$ cat src/rtl/hazard_ctrl.sv
// Hazard and sequencing controller for the 5-stage core: execute-stage
// forwarding selects, load-use stalls, branch flushes, MDU occupancy stalls
// and saturating stall/flush performance counters.
`timescale 1ns/1ps
module hazard_ctrl #(
   parameter int MDU_LATENCY = 4,   // total cycles an MDU op holds execute (2..16)
   parameter int CNT_WIDTH   = 32
) (
   input  logic                 clk,
   input  logic                 rst,
   input  logic [4:0]           rs1_d,
   input  logic [4:0]           rs2_d,
   input  logic [4:0]           rs1_e,
   input  logic [4:0]           rs2_e,
   input  logic [4:0]           rd_e,
   input  logic [1:0]           res_src_e,
   input  logic                 mdu_op_e,
   input  logic                 pc_src_e,
   input  logic [4:0]           rd_m,
   input  logic                 reg_write_m,
   input  logic [4:0]           rd_w,
   input  logic                 reg_write_w,
   output logic [1:0]           forward_a_e,
   output logic [1:0]           forward_b_e,
   output logic                 stall_f,
   output logic                 stall_d,
   output logic                 stall_e,
   output logic                 flush_d,
   output logic                 flush_e,
   output logic                 flush_m,
   output logic                 mdu_busy,
   output logic                 mdu_done,
   output logic [CNT_WIDTH-1:0] stall_cnt,
   output logic [CNT_WIDTH-1:0] flush_cnt
);

   typedef enum logic {IDLE = 1'b0, BUSY = 1'b1} state_t;

   // The first execute cycle is spent in IDLE, the last one is the done
   // cycle, so BUSY counts down from MDU_LATENCY-2 to 0.
   localparam logic [3:0] CNT_INIT = 4'(MDU_LATENCY - 2);

   state_t     state, state_nxt;
   logic [3:0] cnt, cnt_nxt;
   logic       mdu_stall, mdu_done_raw, mdu_busy_raw;
   logic       lw_stall;
   logic [1:0] fwd_a, fwd_b;

   // M-stage result wins over W-stage; x0 never forwards
   function automatic logic [1:0] fwd_sel(input logic [4:0] rs,
                                          input logic [4:0] rdm, input logic rwm,
                                          input logic [4:0] rdw, input logic rww);
      if (rs == 5'd0)               return 2'b00;
      else if (rwm && (rdm == rs))  return 2'b01;
      else if (rww && (rdw == rs))  return 2'b10;
      else                          return 2'b00;
   endfunction

   // Forwarding selects and load-use detection
   always_comb begin
      fwd_a    = fwd_sel(rs1_e, rd_m, reg_write_m, rd_w, reg_write_w);
      fwd_b    = fwd_sel(rs2_e, rd_m, reg_write_m, rd_w, reg_write_w);
      lw_stall = (res_src_e == 2'b01) && (rd_e != 5'd0) &&
                 ((rd_e == rs1_d) || (rd_e == rs2_d));
   end

   // MDU FSM state register
   always_ff @(posedge clk or posedge rst) begin
      if (rst) begin
         state <= IDLE;
         cnt   <= 4'd0;
      end else begin
         state <= state_nxt;
         cnt   <= cnt_nxt;
      end
   end

   // MDU FSM next state; branch redirects do not disturb an op in flight
   always_comb begin
      state_nxt = state;
      cnt_nxt   = cnt;
      case (state)
         IDLE: if (mdu_op_e) begin
            state_nxt = BUSY;
            cnt_nxt   = CNT_INIT;
         end
         BUSY: if (cnt != 4'd0) cnt_nxt = cnt - 4'd1;
               else             state_nxt = IDLE;
         default: state_nxt = IDLE;
      endcase
   end

   // MDU FSM outputs; the done cycle releases execute so a following op
   // can be accepted from IDLE on the very next cycle
   always_comb begin
      mdu_stall    = 1'b0;
      mdu_done_raw = 1'b0;
      mdu_busy_raw = (state == BUSY);
      case (state)
         IDLE: mdu_stall = mdu_op_e;
         BUSY: begin
            mdu_stall    = (cnt != 4'd0);
            mdu_done_raw = (cnt == 4'd0);
         end
         default: ;
      endcase
   end

   // Pipeline control outputs, all quiet while reset is held
   always_comb begin
      forward_a_e = 2'b00;
      forward_b_e = 2'b00;
      stall_f     = 1'b0;
      stall_d     = 1'b0;
      stall_e     = 1'b0;
      flush_d     = 1'b0;
      flush_e     = 1'b0;
      flush_m     = 1'b0;
      mdu_busy    = 1'b0;
      mdu_done    = 1'b0;
      if (!rst) begin
         forward_a_e = fwd_a;
         forward_b_e = fwd_b;
         stall_f     = lw_stall | mdu_stall;
         stall_d     = lw_stall | mdu_stall;
         stall_e     = mdu_stall;
         flush_d     = pc_src_e;
         flush_e     = pc_src_e | lw_stall;
         flush_m     = mdu_stall;
         mdu_busy    = mdu_busy_raw;
         mdu_done    = mdu_done_raw;
      end
   end

   // Saturating performance counters
   always_ff @(posedge clk or posedge rst) begin
      if (rst) begin
         stall_cnt <= '0;
         flush_cnt <= '0;
      end else begin
         if (stall_f && (stall_cnt != '1)) stall_cnt <= stall_cnt + 1'b1;
         if (flush_d && (flush_cnt != '1)) flush_cnt <= flush_cnt + 1'b1;
      end
   end

endmodule

$ cat config.mk
export PLATFORM = sky130hd
export DESIGN_NAME = hazard_ctrl
export DESIGN_NICKNAME = d
export VERILOG_FILES = /design/src/rtl/hazard_ctrl.sv
export SDC_FILE = /design/constraint.sdc
export NUM_CORES = 1
export LEC_CHECK = 0
export ABC_CLOCK_PERIOD_IN_PS = 4650
export BUFFER_PORTS_ARGS = -buffer_cell sky130_fd_sc_hd__clkbuf_2
export CAP_MARGIN = 0
export CORE_AREA = 3 3 96 98
export CTS_CLUSTER_SIZE = 8
export DETAILED_ROUTE_END_ITERATION = 8
export DIE_AREA = 0 0 99 101
export MAX_ROUTING_LAYER = met4
export PLACE_DENSITY = 0.76
export SYNTH_ARGS = -nofsm -noshare
export SYNTH_HDL_FRONTEND = slang
export SYNTH_SLANG_ARGS = --single-unit
$ cat constraint.sdc
create_clock -name clk -period 4.65 [get_ports clk]
set_clock_uncertainty 0.05 [all_clocks]
set_input_delay 0.93 -clock clk [delete_from_list [all_inputs] [get_ports clk]]
set_output_delay 0.93 -clock clk [all_outputs]
set_load 0.02 [all_outputs]
== Word-level counts from Yosys, hierarchy flattened ==
Cells that the tools add are included.

* Add/subtract/negate cells: 3
* Equal/unequal tests: 11
* Muxes and demuxes: 22
* Bitwise gates (word level): 3
* Reductions and logical operators: 15

{| class="wikitable"
|+ Operators with widths
! kind !! number
|-
| adder 32 x 1 -> 32 bit (second input constant) || 2
|-
| inequality test 32 bit (second input constant) || 2
|-
| equality test 5 bit || 6
|-
| 2-to-1 mux 2 bit || 8
|-
| zero test 5 bit || 2
|-
| 2-to-1 mux 1 bit || 9
|-
| logical AND 1 bit || 8
|-
| 2-to-1 mux 4 bit || 2
|-
| case mux 4 bit (2 select lines) || 1
|-
| nonzero test 5 bit || 1
|-
| zero test 4 bit || 1
|-
| case mux 1 bit (2 select lines) || 2
|-
| nonzero test 4 bit || 1
|-
| subtractor 4 x 1 -> 4 bit (second input constant) || 1
|-
| equality test 2 x 1 -> 1 bit (second input constant) || 1
|-
| inequality test 2 x 1 -> 1 bit (second input constant) || 1
|-
| inequality test 2 bit (second input constant) || 1
|-
| OR 1 bit || 2
|-
| AND reduction 2 bit || 1
|-
| logical OR 1 bit || 1
|-
| inverter 1 bit || 1
|}

* Register bits: 69
* Output and inout bits: 76
* Logic and storage cells: 58

== Logic depth before layout (Yosys ltp) ==
Gate-level depths: netlist of the first run.

* Word-level depth: 6
* Gate-level depth with buffers: 9

== Least setup slack after synthesis of the first run ==
No wires, ideal clock.

* Kind: input port to output port
* Start point: in rst
* End point: out stall_f
* Arrival: 3708 ps
* Data required time: 3670 ps
* Slack: -38 ps
* Stages: 5
* Buffers on the path: 1
* Cell sequence: inv_1 o21ai_0 nor2_4 a21o_1 buf_4

* Cells in the longest elaborated chain, start to end: 1

{| class="wikitable"
|+ Ends and longest elaborated chain
! what !! line !! text
|-
| start, declared || 10 || <nowiki>input logic rst,</nowiki>
|-
| 2-to-1 mux 1 bit || n/a ||
|-
| end, declared || 25 || <nowiki>output logic stall_f,</nowiki>
|}

Every way passes these cells.

== Worst setup path after layout of the first run ==
* Start point: in rd_e[1]
* End point: out stall_d

* Cells in the longest elaborated chain, start to end: 5
* Elaborated cells between the ends (all ways): 8

{| class="wikitable"
|+ Ends and longest elaborated chain
! what !! line !! text
|-
| start, declared || 15 || <nowiki>input logic [4:0] rd_e,</nowiki>
|-
| equality test 5 bit / nonzero test 5 bit (equally long branches) || 64, 63 ||
|-
| logical OR 1 bit / logical AND 1 bit (equally long branches) || 64, 63 ||
|-
| logical AND 1 bit * || 63 || <nowiki>lw_stall = (res_src_e == 2'b01) && (rd_e != 5'd0) &&</nowiki>
|-
| OR 1 bit * || 125 || <nowiki>stall_d = lw_stall | mdu_stall;</nowiki>
|-
| 2-to-1 mux 1 bit * || 121 || <nowiki>if (!rst) begin</nowiki>
|-
| end, declared || 26 || <nowiki>output logic stall_d,</nowiki>
|}

Every way passes the cells marked *; elsewhere a longest branch is shown, timed or not.

==> results of run 1 <==
final cells by class:
type,instances,area (um^2)
multi-input cells,286,2001
flip-flops and latches,69,1727
fillers,775,3829
inverters,8,33.78
clock inverters,5,85.08
clock buffers,10,127.6
repair buffers,121,613.1
well taps,108,135.1
registers in the layout, summed over array words and instances (netlist names):
| name | cells |
|---|---|
| cnt | 4 |
| flush_cnt | 32 |
| mdu_busy_raw | 1 |
| stall_cnt | 32 |
per-layer routing:
layer  share of wire  vias up  track usage  wire (um)
met2            0.48      118       0.3161       4438
met3           0.058       18      0.03529        535
li1                -     1531            -          -
met1            0.45     1516       0.2514       4127
met5               0        -            -          0
met4           0.017        0      0.07038        158
power by group through the flow:
stage / clock network (mW) / registers [mW] / logic, mW
after floorplan: 0 / 0.808 / 0.246
after global placement: 0 / 0.765 / 0.421
after detailed placement: 0 / 0.766 / 0.438
after CTS: 0.553 / 0.757 / 0.441
after global routing: 0.583 / 0.771 / 0.482
final: 0.538 / 0.757 / 0.432
worst min-delay path by stage:
stage / to / slack, ns / cells past startpoint
after CTS: stall_cnt[14]$_DFFE_PP0P_ / 0.44 / 1
after global placement: flush_cnt[19]$_DFFE_PP0P_ / 0.42 / 1
after global routing: stall_cnt[14]$_DFFE_PP0P_ / 0.47 / 1
after floorplan: cnt[3]$_DFFE_PP0P_ / 0.41 / 1
after detailed placement: flush_cnt[11]$_DFFE_PP0P_ / 0.43 / 1
final: flush_cnt[11]$_DFFE_PP0P_ / 0.44 / 1
metrics by stage:
step,utilization,instances,instance area (um^2)
floorplan,-,368,3806
global placement,0.5274,592,4509
CTS,0.5522,607,4722
detailed placement,0.5274,592,4509
finish,0.5522,607,4722
global route,0.5522,607,4722
cells by family after synthesis:
family / count (synthesis) / synth area share
mux: 2 / 0.005923
buf+inv: 13 / 0.01974
compound gates: 20 / 0.04705
xor+xnor: 90 / 0.2073
flops: 69 / 0.4541
simple gates: 170 / 0.2527
fa+ha+maj: 4 / 0.01316
cell usage in the layout, fill, tap and decap left out, types with 2 or more instances in the layout:
cell type   count
xnor2_1        38
nand4_1        16
nor2b_1         5
clkbuf_2      118
nand3_1        21
a21o_1          3
bufinv_16       2
clkinvlp_4      2
xor2_1         52
dfrtp_1        69
clkbuf_8        9
o21a_1          2
nor4b_2         2
o21ai_0         4
a21oi_1         2
ha_1            4
inv_1           7
nor4_1          8
nor2_2          2
nand2_1        33
or4_1           2
nor3b_1         2
buf_4           3
and2_1          5
nor3_1         14
and4_1          9
nor2_1         29
and3_1         11
nand3_2         2
==> impl_metrics.csv, run 1 <==
group,metric,value,unit
status,status,"finished clean",
die,fp-row-count,34,
sta,rsz0062_at_grt,"no",
pwr,p_sw,589.9,uW
global_route,overflow,0,
cts,cts-root-buf,"clkbuf_8",
setup_path,r2r_end,"stall_cnt[29]$_DFFE_PP0P_",
die,die_w,99,um
cts,cts_setup_buffers,0,
routing,first_iter_violations,101,
die,fp.dieH,101,um
die,core,8551,um^2
sta,hold_violations,0,
cts,h-tree-depth,3,
cts,holdBufCountCts,0,
yosys,synth_edf_count,0,
global_route,grt.total_usage,0.1971,
pwr,vdd_drop_max,0.0001824,V
pwr,power,1.727,mW
cts,clock-sinks,69,
yosys,syn_nets,415,
hold_path,holdCritStartpoint,"flush_cnt[11]$_DFFE_PP0P_",
global_route,grt_max_degree,37,
hold_path,hold_class,"flip-flop to flip-flop",
routing,dr.pass1.iters,4,
yosys,yosys_warnings,0,
die,die_area,9999,um^2
yosys,synth_flop_cell,"dfrtp_1",
cts,path_clk_slew,0.08,ns
setup_path,regToRegSetupSlack,2.40,ns
yosys,synth_area_per_cell,10.33,um^2
sta,setup_tns,0,ns
yosys,syn_area,3802,um^2
global_route,grt_pass1_wl,15.32,mm
die,io_pins,119,
yosys,synth-seq-area-share,0.4541,
setup_path,worstPathMaxFanout,3,
yosys,synth.area.top_cells,"dfrtp_1 45%, xor2_1 12%, xnor2_1 8.8%",
sta,tightest_slew,0.7424,ns
placed_design,dp.final_hpwl,7.195,mm
routing,drc,0,
cts,tritoncts,"done",
setup_path,cp.depth,6,
sta,setup_violations,0,
pwr,p_per_area,365.7,nW/um^2
setup_path,critPathLaunch,"rd_e[1]",
global_route,grt_pass1_vias,3197,
yosys,synth_top_cell_area_share,0.4541,
routing,wl_per_cell,15.25,um
yosys,synth.distinct_cells,46,
yosys,syn_inst,368,
pwr,leakage,2.421,nW
yosys,ys_ff_latch,69,
sta,fin_ws,1.416,ns
layout,antenna_cells,0,
setup_path,worstSetupPathType,"input pin to output pin",
cts,clk_latency,0.35,ns
setup_path,crit_path_end_kind,"output pin",
cts,post_cts_resized,0,
setup_path,crit_slowest_cell,"or4_4",
cts,cts_buffers,9,
yosys,synth_common_cells,"69 x dfrtp_1, 52 x xor2_1, 38 x xnor2_1",
cts,cts_buffer_depth,2,
setup_path,crit_buf_inv,3,
sta,max_freq,309.2,MHz
flow_run,max-cap-violations,0,
pwr,p_int,1.137,mW
sta,post-route-period-util,0.6954,
pwr,p_comb_frac,0.250,
sta,max-slew-margin-rel,0.5005,
layout,drive_gt1_frac,0.3126,
pwr,switching_share,0.3416,
setup_path,crit_path_start_kind,"input pin",
setup_path,endpoint,"stall_d",
setup_path,crit_arrival,2.25,ns
setup_path,path_cells,"clkbuf_2 > or4_4 > o211ai_2 > inv_1 > a21o_1 > clkbuf_2",
pwr,power_frac_seq,0.438,
layout,fin_nets,542,
setup_path,crit_required,3.67,ns
yosys,synthMostInstantiatedCell,"dfrtp_1",
routing,viasPerCell,5.244,
routing,final_antenna_net_count,0,
layout,area_growth,24.19,%
sta,report.final.slew_viol_count,0,
setup_path,reg2regPathDepth,9,
routing,routed_wl,9.259,mm
setup_path,cpMostUsedCell,"clkbuf_2",
global_route,grt_antenna_before_repair,0,
sta,hold-worst-slack,0.4431,ns
yosys,yosysTopAreaCell,"dfrtp_1",
die,initial_core_util,0.4447,
placed_design,dpl_worst_slack,1.426,ns
placed_design,port_buffers,118,
setup_path,path_delay_family,"simple AND/OR/NAND/NOR gates",
pwr,clock_power_share,0.312,
setup_path,rr_startpoint,"cnt[0]$_DFFE_PP0P_",
setup_path,critPathMaxStageDelay,0.54,ns
yosys,synthArstFlopShare,1.000,
sta,fin_crit,3.234,ns
routing,vias,3183,
placed_design,gp_routability_congestion,0.8473,
No activity file was read; power rests on OpenSTA's default activity.
==> run 2, diff against run 1 <==
--- a/config.mk
+++ b/config.mk
@@ -5,7 +5,7 @@
 export SDC_FILE = /design/constraint.sdc
 export NUM_CORES = 1
 export LEC_CHECK = 0
-export ABC_CLOCK_PERIOD_IN_PS = 4650
+export ABC_CLOCK_PERIOD_IN_PS = 3000
 export BUFFER_PORTS_ARGS = -buffer_cell sky130_fd_sc_hd__clkbuf_2
 export CAP_MARGIN = 0
 export CORE_AREA = 3 3 96 98
==> constraint.sdc (replaced) <==
create_clock -name clk -period 3 [get_ports clk]
set_clock_uncertainty 0.05 [all_clocks]
set_input_delay 0.6 -clock clk [delete_from_list [all_inputs] [get_ports clk]]
set_output_delay 0.6 -clock clk [all_outputs]
set_load 0.02 [all_outputs]
==> run 2 against run 1 <==
Net effect:
- clock power rose by 39%
- worst hold slack better by 0.0025 ns
- non-clock buffer count up 2
==> impl_metrics.csv, run 2 (synthesized netlist as in run 1, its figures left out) <==
group,metric,value,unit
setup_path,crit_arrival,1.97,ns
layout,fillCellCount,776,
placed_design,port_buffers,118,
setup_path,cp.depth,6,
die,initial_core_util,0.4447,
placed_design,gp_routability_congestion,0.8809,
sta,post-route-period-util,0.8748,
layout,area_growth,24.55,%
setup_path,crit_required,2.35,ns
setup_path,crit_path_end_kind,"output pin",
setup_path,cpMostUsedCell,"clkbuf_2",
sta,hold_violations,0,
cts,cts_setup_buffers,0,
layout,final_common_cell,"clkbuf_2",
cts,cts-root-buf,"clkbuf_8",
cts,post_cts_resized,0,
layout,drive_gt1_frac,0.3187,
die,core,8551,um^2
setup_path,crit_buf_inv,3,
sta,report.final.slew_viol_count,0,
pwr,switching_share,0.3428,
pwr,p_int,1.710,mW
setup_path,path_cells,"clkbuf_2 > or4_4 > o211ai_2 > inv_1 > a21o_4 > clkbuf_2",
routing,dr.pass1.iters,4,
pwr,vdd_drop_max,0.0002610,V
layout,top_regs,"flush_cnt x32, stall_cnt x32, cnt x4",
pwr,p_per_area,549.5,nW/um^2
sta,setup_violations,0,
layout,utilization,0.5538,
layout,fin_nets,544,
global_route,grt_max_degree,42,
setup_path,reg2regPathDepth,9,
sta,hold-worst-slack,0.4455,ns
setup_path,crit_slowest_cell,"or4_4",
routing,first_iter_violations,55,
setup_path,worstPathMaxFanout,3,
routing,wl_per_cell,14.28,um
routing,routed_wl,8.709,mm
setup_path,worstSetupPathType,"input pin to output pin",
cts,holdBufCountCts,0,
cts,h-tree-depth,3,
global_route,grt_pass1_wl,14.66,mm
hold_path,min_path_cells,1,
die,die_area,9999,um^2
global_route,overflow,0,
hold_path,hold_class,"flip-flop to flip-flop",
routing,viasPerCell,5.205,
placed_design,dp.final_hpwl,6.960,mm
setup_path,crit_path_start_kind,"input pin",
setup_path,path_delay_family,"simple AND/OR/NAND/NOR gates",
cts,tritoncts,"done",
pwr,clock_power_share,0.287,
routing,final_antenna_net_count,0,
pwr,leakage,2.424,nW
routing,vias,3175,
pwr,p_comb_frac,0.259,
die,io_pins,119,
sta,setup_tns,0,ns
sta,max_freq,381.0,MHz
global_route,grt_pass1_vias,3042,
cts,path_clk_slew,0.07,ns
sta,max-slew-margin-rel,0.5560,
die,die_w,99,um
setup_path,endpoint,"stall_d",
sta,tightest_slew,0.6600,ns
pwr,p_sw,892.1,uW
die,fp-row-count,34,
setup_path,regToRegSetupSlack,0.61,ns
pwr,power_frac_seq,0.454,
die,fp.dieH,101,um
cts,cts_buffer_depth,2,
sta,fin_crit,2.624,ns
cts,clock-sinks,69,
routing,drc,0,
layout,layout_common_cells,"118 x clkbuf_2, 69 x dfrtp_1, 52 x xor2_1",
flow_run,max-cap-violations,0,
sta,rsz0062_at_grt,"no",
status,status,"finished clean",
setup_path,r2r_end,"stall_cnt[31]$_DFFE_PP0P_",
cts,cts_buffers,9,
global_route,grt_antenna_before_repair,0,
setup_path,rr_startpoint,"cnt[0]$_DFFE_PP0P_",
global_route,grt.total_usage,0.1847,
layout,antenna_cells,0,
cts,clk_latency,0.33,ns
setup_path,critPathMaxStageDelay,0.53,ns
setup_path,critPathLaunch,"rd_e[1]",
==> run 2: cell count changes in the layout (fill, tap and decap cells not counted), sizes merged <==
cell	before	now
buf	3	5
clkinv	1	2
inv	8	7
clkbuf	128	130
bufinv	2	1
==> run 2: metal layers <==
metal  part of all wire  global-route usage  up-vias
met5                  0                   -        -
met4              0.011             0.05462        0
met3              0.055             0.03806       10
met2               0.49              0.3017      102
met1               0.44              0.2323     1519
li1                   -                   -     1544
==> run 2: power by group through the flow <==
| stage | logic [mW] | registers, mW | clock network (mW) |
|---|---|---|---|
| floorplan | 0.392 | 1.26 | 0 |
| global placement | 0.666 | 1.19 | 0 |
| detailed placement | 0.688 | 1.19 | 0 |
| CTS | 0.688 | 1.18 | 0.766 |
| global route | 0.756 | 1.21 | 0.806 |
| finish | 0.675 | 1.18 | 0.746 |
==> run 2: how the worst min path moves through the flow <==
stage	start	endpoint
2_1_floorplan	cnt[3]$_DFFE_PP0P_	cnt[3]$_DFFE_PP0P_
3_3_place_gp	flush_cnt[19]$_DFFE_PP0P_	flush_cnt[19]$_DFFE_PP0P_
3_5_place_dp	flush_cnt[11]$_DFFE_PP0P_	flush_cnt[11]$_DFFE_PP0P_
4_1_cts	stall_cnt[5]$_DFFE_PP0P_	stall_cnt[5]$_DFFE_PP0P_
5_1_grt	flush_cnt[19]$_DFFE_PP0P_	flush_cnt[19]$_DFFE_PP0P_
6_report	cnt[0]$_DFFE_PP0P_	cnt[0]$_DFFE_PP0P_
==> run 2: final cells by class <==
cell class | instances | area (um^2) | area share
timing repair buffer | 123 | 628.1 | 0.1326
clock inverter | 4 | 47.55 | 0.01004
tap | 108 | 135.1 | 0.02853
inverter | 8 | 33.78 | 0.007133
sequential | 69 | 1727 | 0.3646
clock buffer | 12 | 145.1 | 0.03065
multi-input combinational | 286 | 2019 | 0.4264
==> run 2: metrics by stage <==
step / cells / instance area (um^2) / power, mW / setup slack (ns)
2_1_floorplan: 368 / 3829 / 1.648 / 0.01820
3_3_place_gp: 594 / 4543 / 1.855 / 0.3864
3_5_place_dp: 594 / 4543 / 1.883 / 0.3725
4_1_cts: 610 / 4736 / 2.633 / 0.3403
5_1_grt: 610 / 4736 / 2.768 / 0.2403
6_report: 610 / 4736 / 2.602 / 0.3756
